==> config.mk <==
export PLATFORM = sky130hd
export DESIGN_NAME = tx_frame_arbiter_flat
export DESIGN_NICKNAME = d
export VERILOG_FILES = /design/src/rtl/tx_frame_arbiter_if.sv /design/src/rtl/tx_frame_arbiter.sv /design/src/flat_wrapper.sv
export SDC_FILE = /design/constraint.sdc
export NUM_CORES = 1
export LEC_CHECK = 0
export CAP_MARGIN = 20
export CORE_UTILIZATION = 30
export CTS_BUF_LIST = sky130_fd_sc_hd__clkbuf_2 sky130_fd_sc_hd__clkbuf_4 sky130_fd_sc_hd__clkbuf_8
export DETAILED_ROUTE_END_ITERATION = 10
export DONT_BUFFER_PORTS = 1
export GPL_ROUTABILITY_DRIVEN = 0
export GPL_TIMING_DRIVEN = 0
export PLACE_DENSITY_LB_ADDON = 0.12
export SLEW_MARGIN = 20
export SYNTH_ARGS = -nofsm -noshare
export SYNTH_HDL_FRONTEND = slang
export SYNTH_SLANG_ARGS = --single-unit
==> constraint.sdc <==
create_clock -name clock -period 2.74 [get_ports clock]
set_input_delay 0 -clock clock [delete_from_list [all_inputs] [get_ports clock]]
set_output_delay 0 -clock clock [all_outputs]
set_load 0.005 [all_outputs]
==> src/rtl/tx_frame_arbiter_if.sv <==
// Transmit-path bundle between three frame requesters, the arbiter and the
// transmit encoder. Requester i owns bit i of the per-requester vectors and
// bits [16i+15:16i] of srcdata.
interface tx_frame_arbiter_if;
    logic [2:0]  req;
    logic [2:0]  srcvalid;
    logic [2:0]  srcsof;
    logic [2:0]  srceof;
    logic [47:0] srcdata;
    logic [2:0]  srcready;
    logic [2:0]  grant;
    logic        txready;
    logic        txvalid;
    logic        txsof;
    logic        txeof;
    logic [15:0] txdata;
    logic        txabort;
    logic        busy;

    // Requesters plus encoder side
    modport master (
        output req, srcvalid, srcsof, srceof, srcdata, txready,
        input  srcready, grant, txvalid, txsof, txeof, txdata, txabort, busy
    );

    // Arbiter side
    modport slave (
        input  req, srcvalid, srcsof, srceof, srcdata, txready,
        output srcready, grant, txvalid, txsof, txeof, txdata, txabort, busy
    );
endinterface

==> src/rtl/tx_frame_arbiter.sv <==
// Three-way transmit frame arbiter: ARP reply (0), DHCP (1), data/summary (2).
// A granted requester owns the encoder for a whole frame, followed by a
// 12-cycle inter-frame gap. A 10-bit watchdog aborts a frame that stops
// moving for 1023 cycles.
// Optional build macro TX_ARB_ARP_PRIORITY_EN: ARP always wins in IDLE and
// only DHCP/data rotate; undefined, all three rotate round-robin.
module tx_frame_arbiter (
    input  logic                 clock,
    input  logic                 reset,
    tx_frame_arbiter_if.slave    bus
);

    typedef enum logic [1:0] {
        IDLE = 2'd0,
        XFER = 2'd1,
        GAP  = 2'd2
    } state_e;

    localparam logic [9:0] WDOG_LAST = 10'd1022;  // next idle cycle makes 1023
    localparam logic [3:0] GAP_LAST  = 4'd11;     // gap cycles counted 0..11

    state_e      state_q, state_d;
    logic [2:0]  grant_q, grant_d;
    logic [1:0]  last_q,  last_d;
    logic [9:0]  wdog_q,  wdog_d;
    logic [3:0]  gap_q,   gap_d;

    logic [1:0]  winner;
    logic        in_xfer;
    logic        xfer;
    logic        mux_valid, mux_sof, mux_eof;
    logic [15:0] mux_data;

    // Winner search starts after the last-granted index; r is nonzero when used.
    function automatic logic [1:0] pick(input logic [2:0] r, input logic [1:0] last);
        logic [1:0] w;
`ifdef TX_ARB_ARP_PRIORITY_EN
        if (r[0])
            w = 2'd0;
        else if (last == 2'd1)
            w = r[2] ? 2'd2 : 2'd1;
        else
            w = r[1] ? 2'd1 : 2'd2;
`else
        case (last)
            2'd0:    w = r[1] ? 2'd1 : (r[2] ? 2'd2 : 2'd0);
            2'd1:    w = r[2] ? 2'd2 : (r[0] ? 2'd0 : 2'd1);
            default: w = r[0] ? 2'd0 : (r[1] ? 2'd1 : 2'd2);
        endcase
`endif
        return w;
    endfunction

    // Arbitration winner for the current request vector
    always_comb begin
        winner = pick(bus.req, last_q);
    end

    // Word mux selected by the one-hot grant
    always_comb begin
        mux_valid = 1'b0;
        mux_sof   = 1'b0;
        mux_eof   = 1'b0;
        mux_data  = '0;
        for (int unsigned i = 0; i < 3; i++) begin
            if (grant_q[i]) begin
                mux_valid = bus.srcvalid[i];
                mux_sof   = bus.srcsof[i];
                mux_eof   = bus.srceof[i];
                mux_data  = bus.srcdata[16*i +: 16];
            end
        end
    end

    assign in_xfer      = (state_q == XFER);
    assign bus.txvalid  = in_xfer & mux_valid;
    assign bus.txsof    = in_xfer & mux_sof;
    assign bus.txeof    = in_xfer & mux_eof;
    assign bus.txdata   = in_xfer ? mux_data : '0;
    assign bus.srcready = in_xfer ? ({3{bus.txready}} & grant_q) : '0;
    assign xfer         = bus.txvalid & bus.txready;
    assign bus.txabort  = in_xfer & ~xfer & (wdog_q == WDOG_LAST);
    assign bus.grant    = grant_q;
    assign bus.busy     = (state_q != IDLE);

    // Next-state, grant, watchdog and gap-counter logic
    always_comb begin
        state_d = state_q;
        grant_d = grant_q;
        last_d  = last_q;
        wdog_d  = wdog_q;
        gap_d   = gap_q;
        case (state_q)
            IDLE: begin
                if (|bus.req) begin
                    grant_d = 3'b001 << winner;
                    last_d  = winner;
                    wdog_d  = '0;
                    state_d = XFER;
                end
            end
            XFER: begin
                if (xfer) begin
                    wdog_d = '0;
                    if (bus.txeof) begin
                        grant_d = '0;
                        gap_d   = '0;
                        state_d = GAP;
                    end
                end else begin
                    wdog_d = wdog_q + 10'd1;
                    if (wdog_q == WDOG_LAST) begin
                        grant_d = '0;
                        gap_d   = '0;
                        state_d = GAP;
                    end
                end
            end
            GAP: begin
                if (gap_q == GAP_LAST) begin
                    gap_d   = '0;
                    state_d = IDLE;
                end else begin
                    gap_d = gap_q + 4'd1;
                end
            end
            default: begin
                grant_d = '0;
                state_d = IDLE;
            end
        endcase
    end

    // State registers; reset clears everything without waiting for a clock
    always_ff @(posedge clock or posedge reset) begin
        if (reset) begin
            state_q <= IDLE;
            grant_q <= '0;
            last_q  <= 2'd2;
            wdog_q  <= '0;
            gap_q   <= '0;
        end else begin
            state_q <= state_d;
            grant_q <= grant_d;
            last_q  <= last_d;
            wdog_q  <= wdog_d;
            gap_q   <= gap_d;
        end
    end

endmodule
==> src/flat_wrapper.sv <==
// flat-port wrapper written by rule: the top's interface ports become plain ports
module tx_frame_arbiter_flat 
  (clock, reset, bus_req, bus_srcvalid, bus_srcsof, bus_srceof, bus_srcdata, bus_txready, bus_srcready, bus_grant, bus_txvalid, bus_txsof, bus_txeof, bus_txdata, bus_txabort, bus_busy);
  tx_frame_arbiter_if bus_i ();
  input  logic clock;
  input  logic reset;
  input wire logic [$bits(bus_i.req)-1:0] bus_req;
  input wire logic [$bits(bus_i.srcvalid)-1:0] bus_srcvalid;
  input wire logic [$bits(bus_i.srcsof)-1:0] bus_srcsof;
  input wire logic [$bits(bus_i.srceof)-1:0] bus_srceof;
  input wire logic [$bits(bus_i.srcdata)-1:0] bus_srcdata;
  input wire logic [$bits(bus_i.txready)-1:0] bus_txready;
  output wire logic [$bits(bus_i.srcready)-1:0] bus_srcready;
  output wire logic [$bits(bus_i.grant)-1:0] bus_grant;
  output wire logic [$bits(bus_i.txvalid)-1:0] bus_txvalid;
  output wire logic [$bits(bus_i.txsof)-1:0] bus_txsof;
  output wire logic [$bits(bus_i.txeof)-1:0] bus_txeof;
  output wire logic [$bits(bus_i.txdata)-1:0] bus_txdata;
  output wire logic [$bits(bus_i.txabort)-1:0] bus_txabort;
  output wire logic [$bits(bus_i.busy)-1:0] bus_busy;
  assign bus_i.req = bus_req;
  assign bus_i.srcvalid = bus_srcvalid;
  assign bus_i.srcsof = bus_srcsof;
  assign bus_i.srceof = bus_srceof;
  assign bus_i.srcdata = bus_srcdata;
  assign bus_i.txready = bus_txready;
  assign bus_srcready = bus_i.srcready;
  assign bus_grant = bus_i.grant;
  assign bus_txvalid = bus_i.txvalid;
  assign bus_txsof = bus_i.txsof;
  assign bus_txeof = bus_i.txeof;
  assign bus_txdata = bus_i.txdata;
  assign bus_txabort = bus_i.txabort;
  assign bus_busy = bus_i.busy;
  tx_frame_arbiter u_core (.clock(clock), .reset(reset), .bus(bus_i));
endmodule
==> reports/results.tsv <==
metric	value	unit
clock network power share	0.119	
Top Ports	90	
Die Y	78.22	µm
Area Growth Syn to Fin	9.691	%
crit path capture type	flip-flop	
total power	1.855	mW
Flop pwr share	0.254	
setup TNS	0	ps
ant diodes	0	
skew final	5.468	ps
footprint of the multi-input gates	1110	µm²
maxcap violations	0	
Slew @ Worst Pin	840.2	ps
Synth Cell Area	1743	µm²
total net switching power	0.8583	mW
clk root buf	clkbuf_8	
Data required, critical path	2930	ps
DIE AREA	6118	µm²
initial antenna violation count	0	
die width	78.22	µm
clk_lat worst skew	260	ps
Reg clk slew, reported paths	80	ps
fraction of layout cells with a size suffix above 1	0.09231	
TritonCTS sink count	21	
CP Class	flip-flop to flip-flop	
syn_area_per_cell	9.271	µm²
DRT iter0 DRCs	89	
register area share after synthesis	0.3022	
# DRC	0	
drt wl/cell	17.18	µm
register area	526.8	µm²
status	complete, no violations	
Post-Syn Nets	257	
vias in the first global route	1513	
clk buf depth	2	
Via-to-Cell Ratio	5.873	
setup ws final	552.3	ps
Gate power share	0.627	
core area	5540	µm²
Nets	265	
Setup Buffers After CTS	0	
Leak	0.8913	nW
Port-buffer cells	0	
CTS Buf Count	3	
Max Freq	457.1	MHz
crit path max fanout	10	
Hold Buf Count CTS	3	
Rel. slew slack	0.4392	
EDFF count, synth	0	
Seq cells post-synth	21	
final setup vio count	0	
most common cell after layout, fill and taps aside	dfrtp_1	
maximum vdd drop	0.3718	mV
DP HPWL	3596	µm
Initial Utilization	0.3146	
gr usage total	0.1497	
hold crit path type	input pin to flip-flop	
switch share	0.4627	
Worst EP arrival	2380	ps
TritonRoute pass-1 iters	4	
largest net degree at the start of global routing	22	
Min Hold Slack	18.28	ps
Filler cells	579	
crit start category	flip-flop	
grt ovf	0	
Fin. Hold Viols	0	
period utilization	0.7984	
vias	1568	
synth unique cells	49	
worst slack at placement	566.2	ps
Post-Synthesis Cells	188	
YS warnings	0	
RSZ-0062 raised after global routing	no	
most frequent cells in the layout	20 x dfrtp_1, 17 x a221o_1, 17 x o211a_1	
max-slew violations	0	
first-pass GRT wire length	7341	µm
H-tree depth	1	
number of routed nets with antenna violations	0	
Post-synth ARST share	1.000	
P_int	0.9967	mW
CTS tree	done	
PostCTS Resize Cnt	0	
Cell Pwr Density	970.3	nW/µm²
Routed WL	4587	µm
FP Rows	27	
Main synth FF type	dfrtp_1	
min cycle time layout	2188	ps
## final cells by class
type                       count  area share
sequential                    21      0.2755
buffer                        13     0.03207
multi-input combinational    142      0.5805
clock buffer                   4     0.02552
inverter                      12     0.02356
timing repair buffer           3     0.01571
tap                           72     0.04712
## final timing paths
kind                                        start          endpoint  slack, ps  cells past startpoint
worst max register to register  u_core.state_q[0]  u_core.wdog_q[6]        550                      8
worst min-delay path                   bus_req[2]  u_core.last_q[0]         20                      2
min in group asynchronous                   reset   u_core.gap_q[3]        350                      2
worst min register to register    u_core.gap_q[2]   u_core.gap_q[2]        530                      1
max in group asynchronous                   reset  u_core.wdog_q[9]       1870                      2
worst max-delay path            u_core.state_q[0]  u_core.wdog_q[6]        550                      8
## critical path, stage by stage, from the launching register on
cell	delay, ps
dfrtp_1	390
inv_1	110
ha_1	160
buf_4	150
inv_1	100
or4_4	610
o21ai_0	210
nor2_1	230
nor2_1	150
## Yosys cell counts, types with 5 or more instances
master     n  area, µm²
ha_1       6      75.07
mux2i_1    5      50.05
o21ai_0    7      35.03
nand3_1    5      25.02
clkbuf_1  10      37.54
xor2_1     5      43.79
dfrtp_1   20      500.5
o211a_1   17      170.2
nor2_1    14      52.55
nand2_1   15      56.30
inv_1     11      41.29
a221o_1   17      170.2
## sequential cells by signal (all words and copies together) (netlist names)
signal,count
u_core.bus.grant,3
u_core.gap_q,4
u_core.last_q,2
u_core.state_q,2
u_core.wdog_q,10
## layer usage
metal | GRT usage | part of all wire
met3 | 0.02209 | 0.062
met2 | 0.2395 | 0.47
met5 | 0 | 0
met4 | 0.04074 | 0.0074
met1 | 0.2087 | 0.46
## cells by family (layout without fill, tap and decap cells)
| logic type | after synthesis | in the layout | share of synthesized area |
|---|---|---|---|
| muxes | 8 | 8 | 0.05241 |
| and+or+nand+nor | 65 | 65 | 0.2132 |
| DFF | 21 | 21 | 0.3022 |
| buffers and inverters | 25 | 32 | 0.06102 |
| adders and majority gates | 6 | 6 | 0.04307 |
| xor gates and xnor gates | 7 | 7 | 0.03518 |
| AOI/OAI and AO/OA | 56 | 56 | 0.2929 |
## power groups by stage
stage               combinational (mW)  sequential [mW]  clock (mW)
floorplan                        0.949            0.455           0
global placement                  1.12            0.475           0
detailed placement                1.16            0.480           0
CTS                               1.17            0.473       0.229
global route                      1.29            0.486       0.244
finish                            1.16            0.471       0.221
## metrics by stage
| stage | util | instance area [µm²] | instances |
|---|---|---|---|
| 2_1_floorplan | - | 1743 | 188 |
| 3_3_place_gp | 0.3308 | 1833 | 260 |
| 3_5_place_dp | 0.3308 | 1833 | 260 |
| 4_1_cts | 0.3451 | 1912 | 267 |
| 5_1_grt | 0.3451 | 1912 | 267 |
| 6_report | 0.3451 | 1912 | 267 |
No activity file was read; power rests on OpenSTA's default activity.
